## config.mk

```make
export PLATFORM = sky130hd
export DESIGN_NAME = approx_mul_rr_scheduler_flat
export DESIGN_NICKNAME = d
export VERILOG_FILES = /design/src/rtl/approx_mul_rr_scheduler_if.sv /design/src/rtl/approx_mul_rr_scheduler.sv /design/src/flat_wrapper.sv
export SDC_FILE = /design/constraint.sdc
export NUM_CORES = 1
export LEC_CHECK = 0
export ABC_CLOCK_PERIOD_IN_PS = 5180
export CORE_MARGIN = 8
export CORE_UTILIZATION = 52
export CTS_BUF_LIST = sky130_fd_sc_hd__clkbuf_16
export DETAILED_ROUTE_END_ITERATION = 8
export HOLD_SLACK_MARGIN = 0.1
export PLACE_DENSITY = 0.82
export SLEW_MARGIN = 20
export SYNTH_ARGS = -nofsm -noshare
export SYNTH_HDL_FRONTEND = slang
export SYNTH_SLANG_ARGS = --single-unit
```

## constraint.sdc

```tcl
create_clock -name clk -period 5.18 [get_ports clk]
set_input_delay 0.777 -clock clk [delete_from_list [all_inputs] [get_ports clk]]
set_output_delay 0.777 -clock clk [all_outputs]
set_load 0.02 [all_outputs]
```

## src/rtl/approx_mul_rr_scheduler_if.sv

```systemverilog
// Request/response bus between accelerator lanes and the shared multiplier.
// The slave modport is the scheduler's view; the master modport is the lanes' view.
interface approx_mul_rr_scheduler_if #(
  parameter int NREQ = 4,
  parameter int IDW  = 2
);
  logic [NREQ-1:0]   req_valid;
  logic [NREQ-1:0]   req_ready;
  logic [8*NREQ-1:0] req_x;
  logic [8*NREQ-1:0] req_y;
  logic [NREQ-1:0]   req_approx;
  logic              rsp_valid;
  logic              rsp_ready;
  logic [15:0]       rsp_z;
  logic [IDW-1:0]    rsp_id;

  modport slave (
    input  req_valid, req_x, req_y, req_approx, rsp_ready,
    output req_ready, rsp_valid, rsp_z, rsp_id
  );

  modport master (
    output req_valid, req_x, req_y, req_approx, rsp_ready,
    input  req_ready, rsp_valid, rsp_z, rsp_id
  );
endinterface

```

## src/rtl/approx_mul_rr_scheduler.sv

```systemverilog
// Round-robin shared 8x8 multiplier (exact or l=2 approximate) with a
// two-stage pipeline: S1 holds operands, S2 holds the tagged result.
module approx_mul_rr_scheduler #(
  parameter int NREQ = 4,
  parameter int IDW  = 2
) (
  input  logic                         clk,
  input  logic                         rst_n,
  approx_mul_rr_scheduler_if.slave     bus,
  output logic                         busy,
  output logic [15:0]                  op_count
);

  // Product of one operand pair; approximate mode drops the low partial
  // products of x[1:0] except for a few carries folded in at bits 7/8.
  function automatic logic [15:0] mul_fn(input logic [7:0] x, input logic [7:0] y,
                                         input logic approx);
    logic [7:0]  p1;
    logic [7:0]  p2;
    logic [15:0] z;
    p1 = y & {8{x[0]}};
    p2 = y & {8{x[1]}};
    if (!approx) begin
      z = {8'd0, x} * {8'd0, y};
    end else begin
      z = (({8'd0, y} * {10'd0, x[7:2]}) << 2)
        + ({15'd0, p1[6] | p2[5]} << 7)
        + ({15'd0, p2[7]} << 8)
        + ({15'd0, p1[7] & p2[6]} << 7)
        + ({15'd0, p1[7] | p2[6]} << 7);
    end
    return z;
  endfunction

  logic             adv1;
  logic             adv2;
  logic [NREQ-1:0]  grant;
  logic             grant_any;
  logic [IDW-1:0]   grant_id;
  logic [7:0]       sel_x;
  logic [7:0]       sel_y;
  logic             sel_approx;

  logic             s1_valid_q;
  logic [7:0]       s1_x_q;
  logic [7:0]       s1_y_q;
  logic             s1_approx_q;
  logic [IDW-1:0]   s1_id_q;
  logic [IDW-1:0]   last_grant_q;
  logic [IDW-1:0]   last_grant_d;
  logic             rsp_valid_q;
  logic [15:0]      rsp_z_q;
  logic [IDW-1:0]   rsp_id_q;
  logic [15:0]      op_count_q;
  logic [15:0]      op_count_d;

  assign adv2 = !rsp_valid_q | bus.rsp_ready;
  assign adv1 = !s1_valid_q | adv2;

  // Round-robin search starting just after the last granted requester;
  // nothing is granted while the pipeline cannot advance.
  always_comb begin
    int idx;
    grant      = '0;
    grant_any  = 1'b0;
    grant_id   = '0;
    sel_x      = '0;
    sel_y      = '0;
    sel_approx = 1'b0;
    idx        = 0;
    for (int k = 0; k < NREQ; k++) begin
      idx = int'(last_grant_q) + 1 + k;
      if (idx >= NREQ) idx = idx - NREQ;
      if (!grant_any && adv1 && bus.req_valid[idx]) begin
        grant[idx] = 1'b1;
        grant_any  = 1'b1;
        grant_id   = IDW'(idx);
        sel_x      = bus.req_x[8*idx +: 8];
        sel_y      = bus.req_y[8*idx +: 8];
        sel_approx = bus.req_approx[idx];
      end
    end
  end

  // Pointer moves only on a real handshake; the counter sticks at all-ones.
  always_comb begin
    last_grant_d = grant_any ? grant_id : last_grant_q;
    op_count_d   = op_count_q;
    if (grant_any && (op_count_q != 16'hFFFF)) op_count_d = op_count_q + 16'd1;
  end

  // S1: operand capture on acceptance, bubble when advancing without a grant.
  always_ff @(posedge clk or negedge rst_n) begin
    if (!rst_n) begin
      s1_valid_q   <= 1'b0;
      s1_x_q       <= '0;
      s1_y_q       <= '0;
      s1_approx_q  <= 1'b0;
      s1_id_q      <= '0;
      last_grant_q <= IDW'(NREQ - 1);
      op_count_q   <= '0;
    end else begin
      last_grant_q <= last_grant_d;
      op_count_q   <= op_count_d;
      if (adv1) begin
        s1_valid_q <= grant_any;
        if (grant_any) begin
          s1_x_q      <= sel_x;
          s1_y_q      <= sel_y;
          s1_approx_q <= sel_approx;
          s1_id_q     <= grant_id;
        end
      end
    end
  end

  // S2: result register, frozen while the consumer stalls.
  always_ff @(posedge clk or negedge rst_n) begin
    if (!rst_n) begin
      rsp_valid_q <= 1'b0;
      rsp_z_q     <= '0;
      rsp_id_q    <= '0;
    end else if (adv2) begin
      rsp_valid_q <= s1_valid_q;
      rsp_z_q     <= mul_fn(s1_x_q, s1_y_q, s1_approx_q);
      rsp_id_q    <= s1_id_q;
    end
  end

  assign bus.req_ready = grant;
  assign bus.rsp_valid = rsp_valid_q;
  assign bus.rsp_z     = rsp_z_q;
  assign bus.rsp_id    = rsp_id_q;
  assign busy          = s1_valid_q | rsp_valid_q;
  assign op_count      = op_count_q;

endmodule
```

## src/flat_wrapper.sv

```systemverilog
// flat-port wrapper written by rule: the top's interface ports become plain ports
module approx_mul_rr_scheduler_flat 
#(
  parameter int NREQ = 4,
  parameter int IDW  = 2
)
  (clk, rst_n, busy, op_count, bus_req_valid, bus_req_x, bus_req_y, bus_req_approx, bus_rsp_ready, bus_req_ready, bus_rsp_valid, bus_rsp_z, bus_rsp_id);
  approx_mul_rr_scheduler_if #(.NREQ(NREQ), .IDW(IDW)) bus_i ();
  input  logic clk;
  input  logic rst_n;
  output logic busy;
  output logic [15:0] op_count;
  input wire logic [$bits(bus_i.req_valid)-1:0] bus_req_valid;
  input wire logic [$bits(bus_i.req_x)-1:0] bus_req_x;
  input wire logic [$bits(bus_i.req_y)-1:0] bus_req_y;
  input wire logic [$bits(bus_i.req_approx)-1:0] bus_req_approx;
  input wire logic [$bits(bus_i.rsp_ready)-1:0] bus_rsp_ready;
  output wire logic [$bits(bus_i.req_ready)-1:0] bus_req_ready;
  output wire logic [$bits(bus_i.rsp_valid)-1:0] bus_rsp_valid;
  output wire logic [$bits(bus_i.rsp_z)-1:0] bus_rsp_z;
  output wire logic [$bits(bus_i.rsp_id)-1:0] bus_rsp_id;
  assign bus_i.req_valid = bus_req_valid;
  assign bus_i.req_x = bus_req_x;
  assign bus_i.req_y = bus_req_y;
  assign bus_i.req_approx = bus_req_approx;
  assign bus_i.rsp_ready = bus_rsp_ready;
  assign bus_req_ready = bus_i.req_ready;
  assign bus_rsp_valid = bus_i.rsp_valid;
  assign bus_rsp_z = bus_i.rsp_z;
  assign bus_rsp_id = bus_i.rsp_id;
  approx_mul_rr_scheduler #(.NREQ(NREQ), .IDW(IDW)) u_core (.clk(clk), .rst_n(rst_n), .bus(bus_i), .busy(busy), .op_count(op_count));
endmodule
```

==> out/summary.txt <==
ROUTING
--------------------------------------------------------------------------------------------------------
Total number of vias ......................................................................         7366
Wire per inst .............................................................................      16.6 um
Number of detailed-routing iterations run before antenna repair ...........................            5
Total wire length .........................................................................     21500 um
Post-route antenna net violation count ....................................................            0
Detail-routed via count per cell ..........................................................         5.70
Number of violations reported at the end of detailed-routing iteration 0 ..................          502
Detailed-route DRC error count ............................................................            0

CLOCKING
--------------------------------------------------------------------------------------------------------
Number of clock sinks .....................................................................           57
Number of buffers created by CTS ..........................................................            9
Total of hold buffers inserted after clock tree synthesis .................................            0
Number of H-tree branching levels .........................................................            3
Maximum root-to-sink buffer count .........................................................            2
Clock Root Buffer .........................................................................    clkbuf_16
Clock tree from TritonCTS .................................................................        built
Clk_lat worst skew ........................................................................      0.33 ns
Post-CTS clock slew at the launch and capture registers of the worst setup and hold paths .      0.05 ns

TIMING
--------------------------------------------------------------------------------------------------------
Setup violations, final ...................................................................            0
Final hold vios ...........................................................................            0
Crit path setup slack, layout .............................................................     0.158 ns
Min Tclk post-route .......................................................................      5.02 ns
Slew of the pin with the lowest slew margin ...............................................     0.953 ns
Worst max-slew margin expressed relative to the limit .....................................        36.4%
Layout Skew ...............................................................................   0.00440 ns
Max frequency .............................................................................      199 MHz
Max-slew violation count ..................................................................            0
Final period utilization ..................................................................        96.9%

SETUP PATH
--------------------------------------------------------------------------------------------------------
Worst path arrival time ...................................................................      5.24 ns
Critical Path Source Type .................................................................         flop
Crit-path max FO ..........................................................................            6
Critical Path Sink Type ...................................................................         flop
CP required ...............................................................................      5.40 ns
Worst setup path class .................................................................... flop to flop

GLOBAL ROUTING
--------------------------------------------------------------------------------------------------------
Via count of the first global-routing pass ................................................         7269
First-pass GRT wire length ................................................................     35300 um
Total congestion overflow .................................................................            0
Number of antenna violations at the first check in global routing .........................            0
Maximum number of pins on one net before global-route repair ..............................           79
All-Layer GR Usage ........................................................................        20.9%

SYNTH
--------------------------------------------------------------------------------------------------------
Average cell area after synthesis .........................................................     8.57 um2
Number of synthesized register bits .......................................................           57
Dominant register cell in the synthesized netlist .........................................      dfrtp_1
Count of yosys warnings during synthesis ..................................................            0
Share of synthesized area occupied by flip-flops and latches ..............................        17.1%
Post-synth net total ......................................................................         1181
Top-area cell type share of the netlist area ..............................................        16.5%
Dominant cell type by area after synthesis ................................................      dfrtp_1
Proportion of synthesized flip-flops having asynchronous set or reset .....................         100%
Total standard cell area after synthesis ..................................................     8360 um2
Gate count after technology mapping .......................................................          975
Top cells by area, synth .................................................................. dfrtp_1 (16%), fa_1 (13%), ha_1 (11%)
Number of synthesized flops with an enable pin ............................................            0
Netlist cell types ........................................................................           68

FLOORPLAN
--------------------------------------------------------------------------------------------------------
Area enclosed by the die boundary .........................................................    20400 um2
Core area .................................................................................    15800 um2
Starting density of the core ..............................................................        52.8%
Height of the die .........................................................................       143 um
Total number of placement rows ............................................................           46
Die boundary width ........................................................................       143 um
Total I/O pin count .......................................................................          115

FINAL LAYOUT
--------------------------------------------------------------------------------------------------------
Filler instances ..........................................................................         1309
Final cell count without fillers ..........................................................         1293
Number of nets in the final layout ........................................................         1278
Proportion of layout cells with a drive suffix above 1 ....................................        8.36%
Number of diodes added for antenna fixing .................................................            0
Syn-to-layout area delta ..................................................................        20.6%
Register Area .............................................................................     1440 um2
Combined area of the multi-input logic cells ..............................................     6300 um2
Final instance area .......................................................................    10100 um2

RUN STATUS
--------------------------------------------------------------------------------------------------------
Outcome ...................................................................................    completed

PLACE
--------------------------------------------------------------------------------------------------------
Global placement routability congestion ...................................................        0.921
Total half-perimeter wirelength after legalization and detailed placement .................     16500 um
Worst slack at placement ..................................................................    0.0531 ns
Post-placement cell count .................................................................         1266
Input/output buffers ......................................................................          114
Instance area at placement ................................................................     9640 um2

JOB
--------------------------------------------------------------------------------------------------------
Number of violations of the max-capacitance limit .........................................            0

HOLD PATH
--------------------------------------------------------------------------------------------------------
Worst hold-check path type ................................................................ flop to flop

worst max-delay path, cell delays in order, from the launching register on:
cell and delay (ns):
dfrtp_2 0.45, nand2_2 0.10, inv_1 0.06, fa_1 0.55
inv_1 0.06, fa_1 0.48, fa_1 0.55, inv_1 0.06
ha_4 0.21, nor2b_2 0.14, nor2_1 0.14, xnor2_1 0.15
ha_1 0.26, ha_1 0.30, ha_2 0.18, buf_4 0.12
a21o_1 0.15, a21oi_1 0.21, a31o_1 0.20, nor2_1 0.07
xnor2_1 0.15, a211o_1 0.30
metrics by stage:
step / hold WS (ns) / setup TNS (ns) / utilization (%)
2_1_floorplan: 0.447 / 0 / -
3_5_place_dp: 0.464 / 0 / 60.9
5_1_grt: 0.508 / -0.0500 / 63.7
3_3_place_gp: 0.451 / 0 / 60.9
6_report: 0.469 / 0 / 63.7
4_1_cts: 0.476 / 0 / 62.9
area by class of cell:
cell class | instances | share of cell area [%]
well taps | 216 | 2.68
inverters | 108 | 4.02
repair buffers | 143 | 13.4
clock inverters | 7 | 0.844
clock buffers | 9 | 2.23
flip-flops and latches | 57 | 14.3
multi-input cells | 753 | 62.5
worst paths after layout:
kind	cells past startpoint	slack, ns	to	start
max	21	0.16	u_core.bus.rsp_z[13]$_DFFE_PN0P_	u_core.s1_x_q[2]$_DFFE_PN0P_
min	2	0.47	u_core.bus.rsp_z[1]$_DFFE_PN0P_	u_core.bus.rsp_z[1]$_DFFE_PN0P_
max reg2reg	21	0.16	u_core.bus.rsp_z[13]$_DFFE_PN0P_	u_core.s1_x_q[2]$_DFFE_PN0P_
min reg2reg	2	0.47	u_core.bus.rsp_z[1]$_DFFE_PN0P_	u_core.bus.rsp_z[1]$_DFFE_PN0P_
max in group asynchronous	2	4.09	u_core.s1_y_q[4]$_DFFE_PN0P_	rst_n
min in group asynchronous	2	0.58	u_core.op_count[8]$_DFFE_PN0P_	rst_n
cells in the mapped netlist, types with 4 or more instances:
library cell,n
a21oi_1,43
inv_1,107
a21o_1,8
dfrtp_1,55
nor3_1,4
buf_2,21
o21a_1,5
nor2b_1,29
clkbuf_1,26
nand4_1,5
a211oi_1,19
and2_1,47
a31o_2,4
o21ai_0,33
nor2_1,49
a31oi_1,19
nand2_1,85
xor2_1,14
ha_1,75
o21ai_1,18
mux4_2,6
buf_4,5
o22ai_1,33
fa_1,56
o221ai_1,17
nand3_1,15
xnor2_1,26
nand2b_1,6
a222oi_1,4
mux2i_1,85
cells in the final DEF, fill, tap and decap left out, types with 3 or more instances in the layout:
cell type	n
a211oi_1	19
a21o_1	8
a21oi_1	42
a222oi_1	4
a22oi_1	3
a31o_2	4
a31oi_1	19
and2_1	46
and3_1	3
buf_4	29
clkbuf_16	9
clkdlybuf4s50_1	113
clkinv_1	3
dfrtp_1	49
dfrtp_2	6
fa_1	54
ha_1	71
inv_1	106
mux2i_1	85
mux4_2	6
nand2_1	84
nand2b_1	6
nand3_1	15
nand4_1	5
nor2_1	49
nor2b_1	28
nor3_1	4
o211ai_1	3
o21a_1	5
o21ai_0	32
o21ai_1	19
o221ai_1	17
o22ai_1	33
xnor2_1	26
xor2_1	14
routing by layer:
metal,GRT usage (%),part of all wire (%),up-vias
li1,-,-,3584
met1,28.8,47,3475
met2,33.6,46,273
met3,3.31,5.7,34
met4,5.43,1.5,0
met5,0,0,-
what timing repair did:
item                       in CTS  in global routing
pin swaps                       0                  8
gates resized for setup         1                 17
setup buffers                   0                 11
setup endpoints to repair       1                  3
hold endpoints to repair        0                  0
registers in the layout, indices dropped and copies added, names as in the netlist:
signal,count
u_core.s1_approx_q,1
u_core.op_count,16
u_core.s1_x_q,8
u_core.s1_id_q,2
u_core.s1_y_q,8
u_core.s1_valid_q,1
u_core.bus.rsp_id,2
u_core.last_grant_q,2
u_core.bus.rsp_z,16
u_core.bus.rsp_valid,1
cells by family (layout without fill, tap and decap cells):
group           count (synthesis)  after routing  synth area share [%]
xor+xnor                       40             40                  4.19
flops                          57             57                  17.1
simple gates                  257            257                  15.4
compound gates                232            232                  18.5
mux                            93             93                  12.1
fa+ha+maj                     131            131                  24.6
buf+inv                       165            267                  8.13
Power is left out: the tool's default activity adds up to more than one toggle a clock period on the data nets, which glitch-free logic cannot reach.
